**config.mk**
```make
export PLATFORM = sky130hd
export DESIGN_NAME = crc_byte_sequencer
export DESIGN_NICKNAME = d
export VERILOG_FILES = /design/src/rtl/crc_byte_sequencer.sv
export SDC_FILE = /design/constraint.sdc
export NUM_CORES = 1
export LEC_CHECK = 0
export BUFFER_PORTS_ARGS = -buffer_cell sky130_fd_sc_hd__buf_2
export CAP_MARGIN = 0
export CORE_ASPECT_RATIO = 0.7
export CORE_UTILIZATION = 39
export DETAILED_ROUTE_END_ITERATION = 7
export GPL_ROUTABILITY_DRIVEN = 0
export PLACE_DENSITY = 0.57
export SLEW_MARGIN = 25
export SYNTH_ARGS = -nofsm -noshare
export SYNTH_HDL_FRONTEND = slang
export SYNTH_SLANG_ARGS = --single-unit
```
**constraint.sdc**
```tcl
create_clock -name clk -period 4.8 [get_ports clk]
set_input_delay 0.24 -clock clk [delete_from_list [all_inputs] [get_ports clk]]
set_output_delay 0.24 -clock clk [all_outputs]
set_load 0.02 [all_outputs]
```
**src/rtl/crc_byte_sequencer.sv**
```systemverilog
// -----------------------------------------------------------------------------
// crc_byte_sequencer
//
// Byte-serial CRC engine with run-time configurable width (8/16/32 bits),
// polynomial, initial value, final XOR and input/output reflection. Each
// message byte is folded into the CRC register one bit per clock, so a byte
// costs one ACCEPT cycle plus eight SHIFT cycles (9 cycles per byte at full
// throughput). After the byte flagged as last, one FINAL cycle produces the
// result and one DONE cycle returns the sequencer to IDLE.
//
// Ports
//   clk          : clock, rising edge active
//   rst_n        : asynchronous active-low reset
//   start        : begin a message (honoured only in IDLE)
//   cfg_width    : 0 = CRC-8, 1 = CRC-16, 2/3 = CRC-32
//   cfg_poly     : generator polynomial, normal form, implicit top bit omitted
//   cfg_init     : initial CRC register value
//   cfg_xorout   : value XORed into the final result
//   cfg_refin    : 1 = bytes are processed LSB first
//   cfg_refout   : 1 = final register is reflected across W bits
//   in_valid     : in_data / in_last are valid
//   in_data      : message byte
//   in_last      : marks the final byte of the message
//   in_ready     : high only while waiting for a byte (ACCEPT)
//   busy         : high whenever the sequencer is not IDLE
//   crc_valid    : one-cycle pulse when crc_out is updated
//   crc_out      : final CRC, bits above W are zero, held until next result
// -----------------------------------------------------------------------------
module crc_byte_sequencer (
  input  logic        clk,
  input  logic        rst_n,
  input  logic        start,
  input  logic [1:0]  cfg_width,
  input  logic [31:0] cfg_poly,
  input  logic [31:0] cfg_init,
  input  logic [31:0] cfg_xorout,
  input  logic        cfg_refin,
  input  logic        cfg_refout,
  input  logic        in_valid,
  input  logic [7:0]  in_data,
  input  logic        in_last,
  output logic        in_ready,
  output logic        busy,
  output logic        crc_valid,
  output logic [31:0] crc_out
);

  typedef enum logic [2:0] {
    S_IDLE   = 3'd0,
    S_ACCEPT = 3'd1,
    S_SHIFT  = 3'd2,
    S_FINAL  = 3'd3,
    S_DONE   = 3'd4
  } state_t;

  // ---------------------------------------------------------------------------
  // Helper functions
  // ---------------------------------------------------------------------------

  // Mask selecting the active W low bits of a 32-bit word.
  function automatic logic [31:0] width_mask(input logic [1:0] w);
    case (w)
      2'd0:    return 32'h0000_00FF;
      2'd1:    return 32'h0000_FFFF;
      default: return 32'hFFFF_FFFF;
    endcase
  endfunction

  // Bit W-1 of the register, i.e. the coefficient that leaves on the next shift.
  function automatic logic top_bit(input logic [31:0] v, input logic [1:0] w);
    case (w)
      2'd0:    return v[7];
      2'd1:    return v[15];
      default: return v[31];
    endcase
  endfunction

  function automatic logic [7:0] reflect8(input logic [7:0] v);
    logic [7:0] r;
    for (int i = 0; i < 8; i++) r[i] = v[7-i];
    return r;
  endfunction

  function automatic logic [31:0] reflect32(input logic [31:0] v);
    logic [31:0] r;
    for (int i = 0; i < 32; i++) r[i] = v[31-i];
    return r;
  endfunction

  // Reflect across W bits: a full 32-bit reversal parks the W-bit field at the
  // top of the word, so shift it back down by 32-W.
  function automatic logic [31:0] reflect_w(input logic [31:0] v, input logic [1:0] w);
    logic [31:0] r;
    r = reflect32(v);
    case (w)
      2'd0:    return r >> 24;
      2'd1:    return r >> 16;
      default: return r;
    endcase
  endfunction

  // ---------------------------------------------------------------------------
  // State and configuration registers
  // ---------------------------------------------------------------------------
  state_t      state_q;
  logic [1:0]  width_q;
  logic [31:0] poly_q;     // stored pre-masked to W
  logic [31:0] xorout_q;   // stored pre-masked to W
  logic        refin_q;
  logic        refout_q;
  logic [31:0] crc_q;      // bits above W always zero
  logic [7:0]  byte_q;     // shifted left each SHIFT cycle, bit 7 is the next bit
  logic        last_q;
  logic [2:0]  bitcnt_q;
  logic        in_ready_q;
  logic        busy_q;
  logic        crc_valid_q;
  logic [31:0] crc_out_q;

  // ---------------------------------------------------------------------------
  // Datapath: one LFSR step and the final result
  // ---------------------------------------------------------------------------
  logic [31:0] mask_d;
  logic        fb_d;
  logic [31:0] crc_d;
  logic [31:0] result_d;

  always_comb begin
    mask_d   = width_mask(width_q);
    fb_d     = top_bit(crc_q, width_q) ^ byte_q[7];
    crc_d    = ((crc_q << 1) & mask_d) ^ (fb_d ? poly_q : 32'd0);
    result_d = ((refout_q ? reflect_w(crc_q, width_q) : crc_q) ^ xorout_q) & mask_d;
  end

  // ---------------------------------------------------------------------------
  // Sequencer FSM with registered outputs
  // ---------------------------------------------------------------------------
  always_ff @(posedge clk or negedge rst_n) begin
    if (!rst_n) begin
      state_q     <= S_IDLE;
      width_q     <= 2'd0;
      poly_q      <= 32'd0;
      xorout_q    <= 32'd0;
      refin_q     <= 1'b0;
      refout_q    <= 1'b0;
      crc_q       <= 32'd0;
      byte_q      <= 8'd0;
      last_q      <= 1'b0;
      bitcnt_q    <= 3'd0;
      in_ready_q  <= 1'b0;
      busy_q      <= 1'b0;
      crc_valid_q <= 1'b0;
      crc_out_q   <= 32'd0;
    end else begin
      case (state_q)
        S_IDLE: begin
          if (start) begin
            // Configuration is frozen here for the whole message.
            width_q    <= cfg_width;
            poly_q     <= cfg_poly   & width_mask(cfg_width);
            xorout_q   <= cfg_xorout & width_mask(cfg_width);
            refin_q    <= cfg_refin;
            refout_q   <= cfg_refout;
            crc_q      <= cfg_init   & width_mask(cfg_width);
            in_ready_q <= 1'b1;
            busy_q     <= 1'b1;
            state_q    <= S_ACCEPT;
          end
        end

        S_ACCEPT: begin
          if (in_valid) begin
            // Reflecting the byte up front lets SHIFT always consume MSB first.
            byte_q     <= cfg_byte(in_data);
            last_q     <= in_last;
            bitcnt_q   <= 3'd0;
            in_ready_q <= 1'b0;
            state_q    <= S_SHIFT;
          end
        end

        S_SHIFT: begin
          crc_q    <= crc_d;
          byte_q   <= byte_q << 1;
          bitcnt_q <= bitcnt_q + 3'd1;
          if (bitcnt_q == 3'd7) begin
            if (last_q) begin
              state_q <= S_FINAL;
            end else begin
              in_ready_q <= 1'b1;
              state_q    <= S_ACCEPT;
            end
          end
        end

        S_FINAL: begin
          crc_out_q   <= result_d;
          crc_valid_q <= 1'b1;
          state_q     <= S_DONE;
        end

        S_DONE: begin
          // start is deliberately not looked at here: one idle cycle between messages.
          crc_valid_q <= 1'b0;
          busy_q      <= 1'b0;
          state_q     <= S_IDLE;
        end

        default: begin
          in_ready_q  <= 1'b0;
          busy_q      <= 1'b0;
          crc_valid_q <= 1'b0;
          state_q     <= S_IDLE;
        end
      endcase
    end
  end

  // Byte as it enters the shift register (reflected when LSB-first input).
  function automatic logic [7:0] cfg_byte(input logic [7:0] d);
    return refin_q ? reflect8(d) : d;
  endfunction

  assign in_ready  = in_ready_q;
  assign busy      = busy_q;
  assign crc_valid = crc_valid_q;
  assign crc_out   = crc_out_q;

endmodule

```
==> Implementation_results.wiki <==
{| class="wikitable"
! Metric !! Value
|-
| CTS H-tree depth || 4
|-
| Largest net degree at the start of global routing || 77
|-
| Synth-to-layout area growth || 19.11%
|-
| Total I/O pin count || 148
|-
| All-Layer GR Usage || 21.97%
|-
| CP cell instances || nor2b_1 > nand2b_1 > nor3_2 > a21oi_1 > o21ai_0
|-
| Maximum net fanout on the critical path || 20
|-
| Slew Viols, Final || 0
|-
| Normalized max-slew margin || 32.29%
|-
| Area share of the largest cell type after synthesis || 48.87%
|-
| Post-synthesis instance area || 7681 µm²
|-
| Seq cells post-synth || 150
|-
| Clock latency on the worst-skew pair || 420 ps
|-
| Lkg Pwr || 0.004459 µW
|-
| Dpl ws || 2168 ps
|-
| DRC marker count from the first detailed-route iteration || 468
|-
| Overall die height || 119.4 µm
|-
| Layout cells sized above 1 || 21.04%
|-
| Number of port buffers || 147
|-
| Site row count || 42
|-
| Wire length after detailed routing || 21.03 mm
|-
| Post-synth top cells || sky130_fd_sc_hd__nand2_1, sky130_fd_sc_hd__dfrtp_1, sky130_fd_sc_hd__nand3_1, sky130_fd_sc_hd__a21oi_1, sky130_fd_sc_hd__mux2i_1
|-
| Worst hold path class || input port to flop
|-
| Syn nets || 969
|-
| Setup slack after layout || 2165 ps
|-
| Number of instances in the synthesized netlist || 854
|-
| CTS tree || done
|-
| CP Launch Type || flop
|-
| Most area-consuming cells after synthesis || sky130_fd_sc_hd__dfrtp_1, sky130_fd_sc_hd__nand2_1, sky130_fd_sc_hd__mux2i_1
|-
| Master cell of the clock root buffer || sky130_fd_sc_hd__clkbuf_16
|-
| Largest area contributor in the synthesized netlist || sky130_fd_sc_hd__dfrtp_1
|-
| Final routed DRC violation total || 0
|-
| Remaining antenna violation count after routing || 0
|-
| Number of CTS-inserted buffers || 17
|-
| Actual transition at the worst max-transition pin || 1016 ps
|-
| Post-route clock period utilization || 54.89%
|-
| Shortest clock period the worst path allows after layout || 2635 ps
|-
| Critical path type || flop to flop
|-
| Final-report setup violation count || 0
|-
| Post-CTS setup buffers || 0
|-
| Total count of hold-check failures in the final report || 0
|-
| Clock-pin slew reported for the worst setup and hold paths after clock tree synthesis || 60 ps
|-
| Most common cell in the synthesized netlist || sky130_fd_sc_hd__nand2_1
|-
| Power density relative to cell area || 710.3 nW/µm²
|-
| Final instance area || 9149 µm²
|-
| Unique masters post-synth || 41
|-
| Die outline width || 169.7 µm
|-
| Global-route congestion overflow total || 0
|-
| Post-synthesis average cell area || 8.994 µm²
|-
| Vias in the first global route || 6038
|-
| Fmax achieved || 0.3796 GHz
|-
| Diodes inserted || 0
|-
| Setup repair after global routing missed its margin || no
|-
| Initial Util || 40.27%
|-
| Maximum vdd drop || 286.5 µV
|-
| Worst Skew || 5.703 ps
|-
| Number of warning messages in the yosys log || 0
|-
| Worst Path Required || 5130 ps
|-
| Wire per inst || 16.92 µm
|-
| First-pass GRT wire length || 33.67 mm
|-
| Final design utilization || 47.96%
|-
| Area after detailed placement || 8517 µm²
|-
| Sequential element share of the synthesized area || 48.87%
|-
| Ys flop type || sky130_fd_sc_hd__dfrtp_1
|-
| Async SR Flop Fraction || 100.0%
|-
| Maximum clock path buffer count || 2
|-
| Final total negative setup slack || 0 ps
|-
| Pre-antenna DRT Iters || 4
|-
| Slack of the worst reg-to-reg path || 2170 ps
|-
| Endpoint kind of the worst setup timing path || flop
|-
| Number of enable-type register cells in the synthesized netlist || 0
|-
| Outcome || complete, no violations
|-
| Placed wire-length estimate after detailed placement || 14.90 mm
|-
| Die ar. || 20270 µm²
|-
| Via/cell ratio || 5.117
|-
| CTS sink cnt || 150
|-
| CP max-delay cell || sky130_fd_sc_hd__nor3_2
|-
| Data arrival, critical path || 2970 ps
|-
| Number of antenna violations at the first check in global routing || 0
|-
| Total power of the final layout || 6499 µW
|-
| Largest incremental delay on the critical path || 950 ps
|-
| Via count || 6360
|-
| Standard cell core area || 19080 µm²
|-
| Number of max-cap violations || 0
|-
| Number of nets at the end of the flow || 1081
|}
-- cell usage in the layout (no fill, tap or decap), drive strengths merged, types with 2 or more instances in the layout --
cell,synthesis,routed
clkinvlp,0,4
xor2,30,30
o221a,7,7
a211oi,9,9
a22oi,7,7
nand2,245,245
clkbuf,38,20
dfrtp,150,150
a22o,19,19
mux2,3,3
buf,29,156
ha,2,2
dlygate4sd3,0,4
nor3,2,2
nand2b,3,3
o211ai,2,2
or2,3,3
nor2b,4,4
nand4,15,15
mux2i,39,39
xnor2,34,34
o21a,3,3
o31ai,8,8
inv,5,6
nor2,13,13
nand3,66,66
a21oi,56,56
o21ai,38,38
and3,15,15
clkinv,0,5
bufinv,0,2
-- worst paths after layout --
check	to	cells past startpoint	from
max	crc_q[17]	5	state_q[1]
max in group asynchronous	poly_q[14]	3	rst_n
min reg2reg	poly_q[11]	2	poly_q[11]
min in group asynchronous	crc_out[6]	2	rst_n
max reg2reg	crc_q[17]	5	state_q[1]
min	xorout_q[6]	3	cfg_xorout[6]
-- stage by stage --
step | cells | hold slack (ps)
4_1_cts | 1243 | 3.209
5_1_grt | 1243 | 13.38
2_1_floorplan | 854 | -55.59
3_3_place_gp | 1207 | 96.47
6_report | 1243 | 15.84
3_5_place_dp | 1207 | 96.25
-- flip-flops by register name, indices dropped and copies added (netlist names), 2 cells and up --
| register | cells |
|---|---|
| crc_out | 32 |
| crc_q | 32 |
| poly_q | 32 |
| xorout_q | 32 |
| byte_q | 8 |
| bitcnt_q | 3 |
| state_q | 3 |
| width_q | 2 |
-- per-layer routing --
metal | wire (µm) | share of wire (%) | track usage (%)
met5 | 0 | 0 | 0
met2 | 8891 | 42 | 31.05
met3 | 1105 | 5.3 | 4.586
met1 | 10860 | 52 | 33.84
met4 | 180 | 0.86 | 5.124
-- power by group --
group / switching, µW / total [µW] / internal [µW]
logic: 1580 / 2720 / 1140
registers: 630 / 2450 / 1820
clock network: 532 / 1320 / 791
-- repair_timing --
item                      4_1_cts  5_1_grt
hold endpoints to repair       21        0
hold buffers                    4        0
resized for setup               0        0
-- final cells by class --
type	count	area [µm²]
multi-input cells	632	3612
well taps	264	330.3
inverters	5	18.77
flip-flops and latches	150	3754
repair buffers	160	849.6
clock inverters	12	127.6
clock buffers	20	456.7
fillers	1904	9927
-- worst max-delay path, delay by kind of cell (launching register included) --
kind | cells | cell delay (ps)
AOI/OAI and AO/OA | 2 | 300
DFF | 1 | 570
and+or+nand+nor | 3 | 1660
-- logic make-up after synthesis --
family / synth area share (%)
adders and majority gates: 0.3257
muxes: 5.571
AOI/OAI and AO/OA: 12.58
buffers and inverters: 4.284
DFF: 48.87
xor gates and xnor gates: 7.298
and+or+nand+nor: 21.08
(Power assumes the default switching activity.)
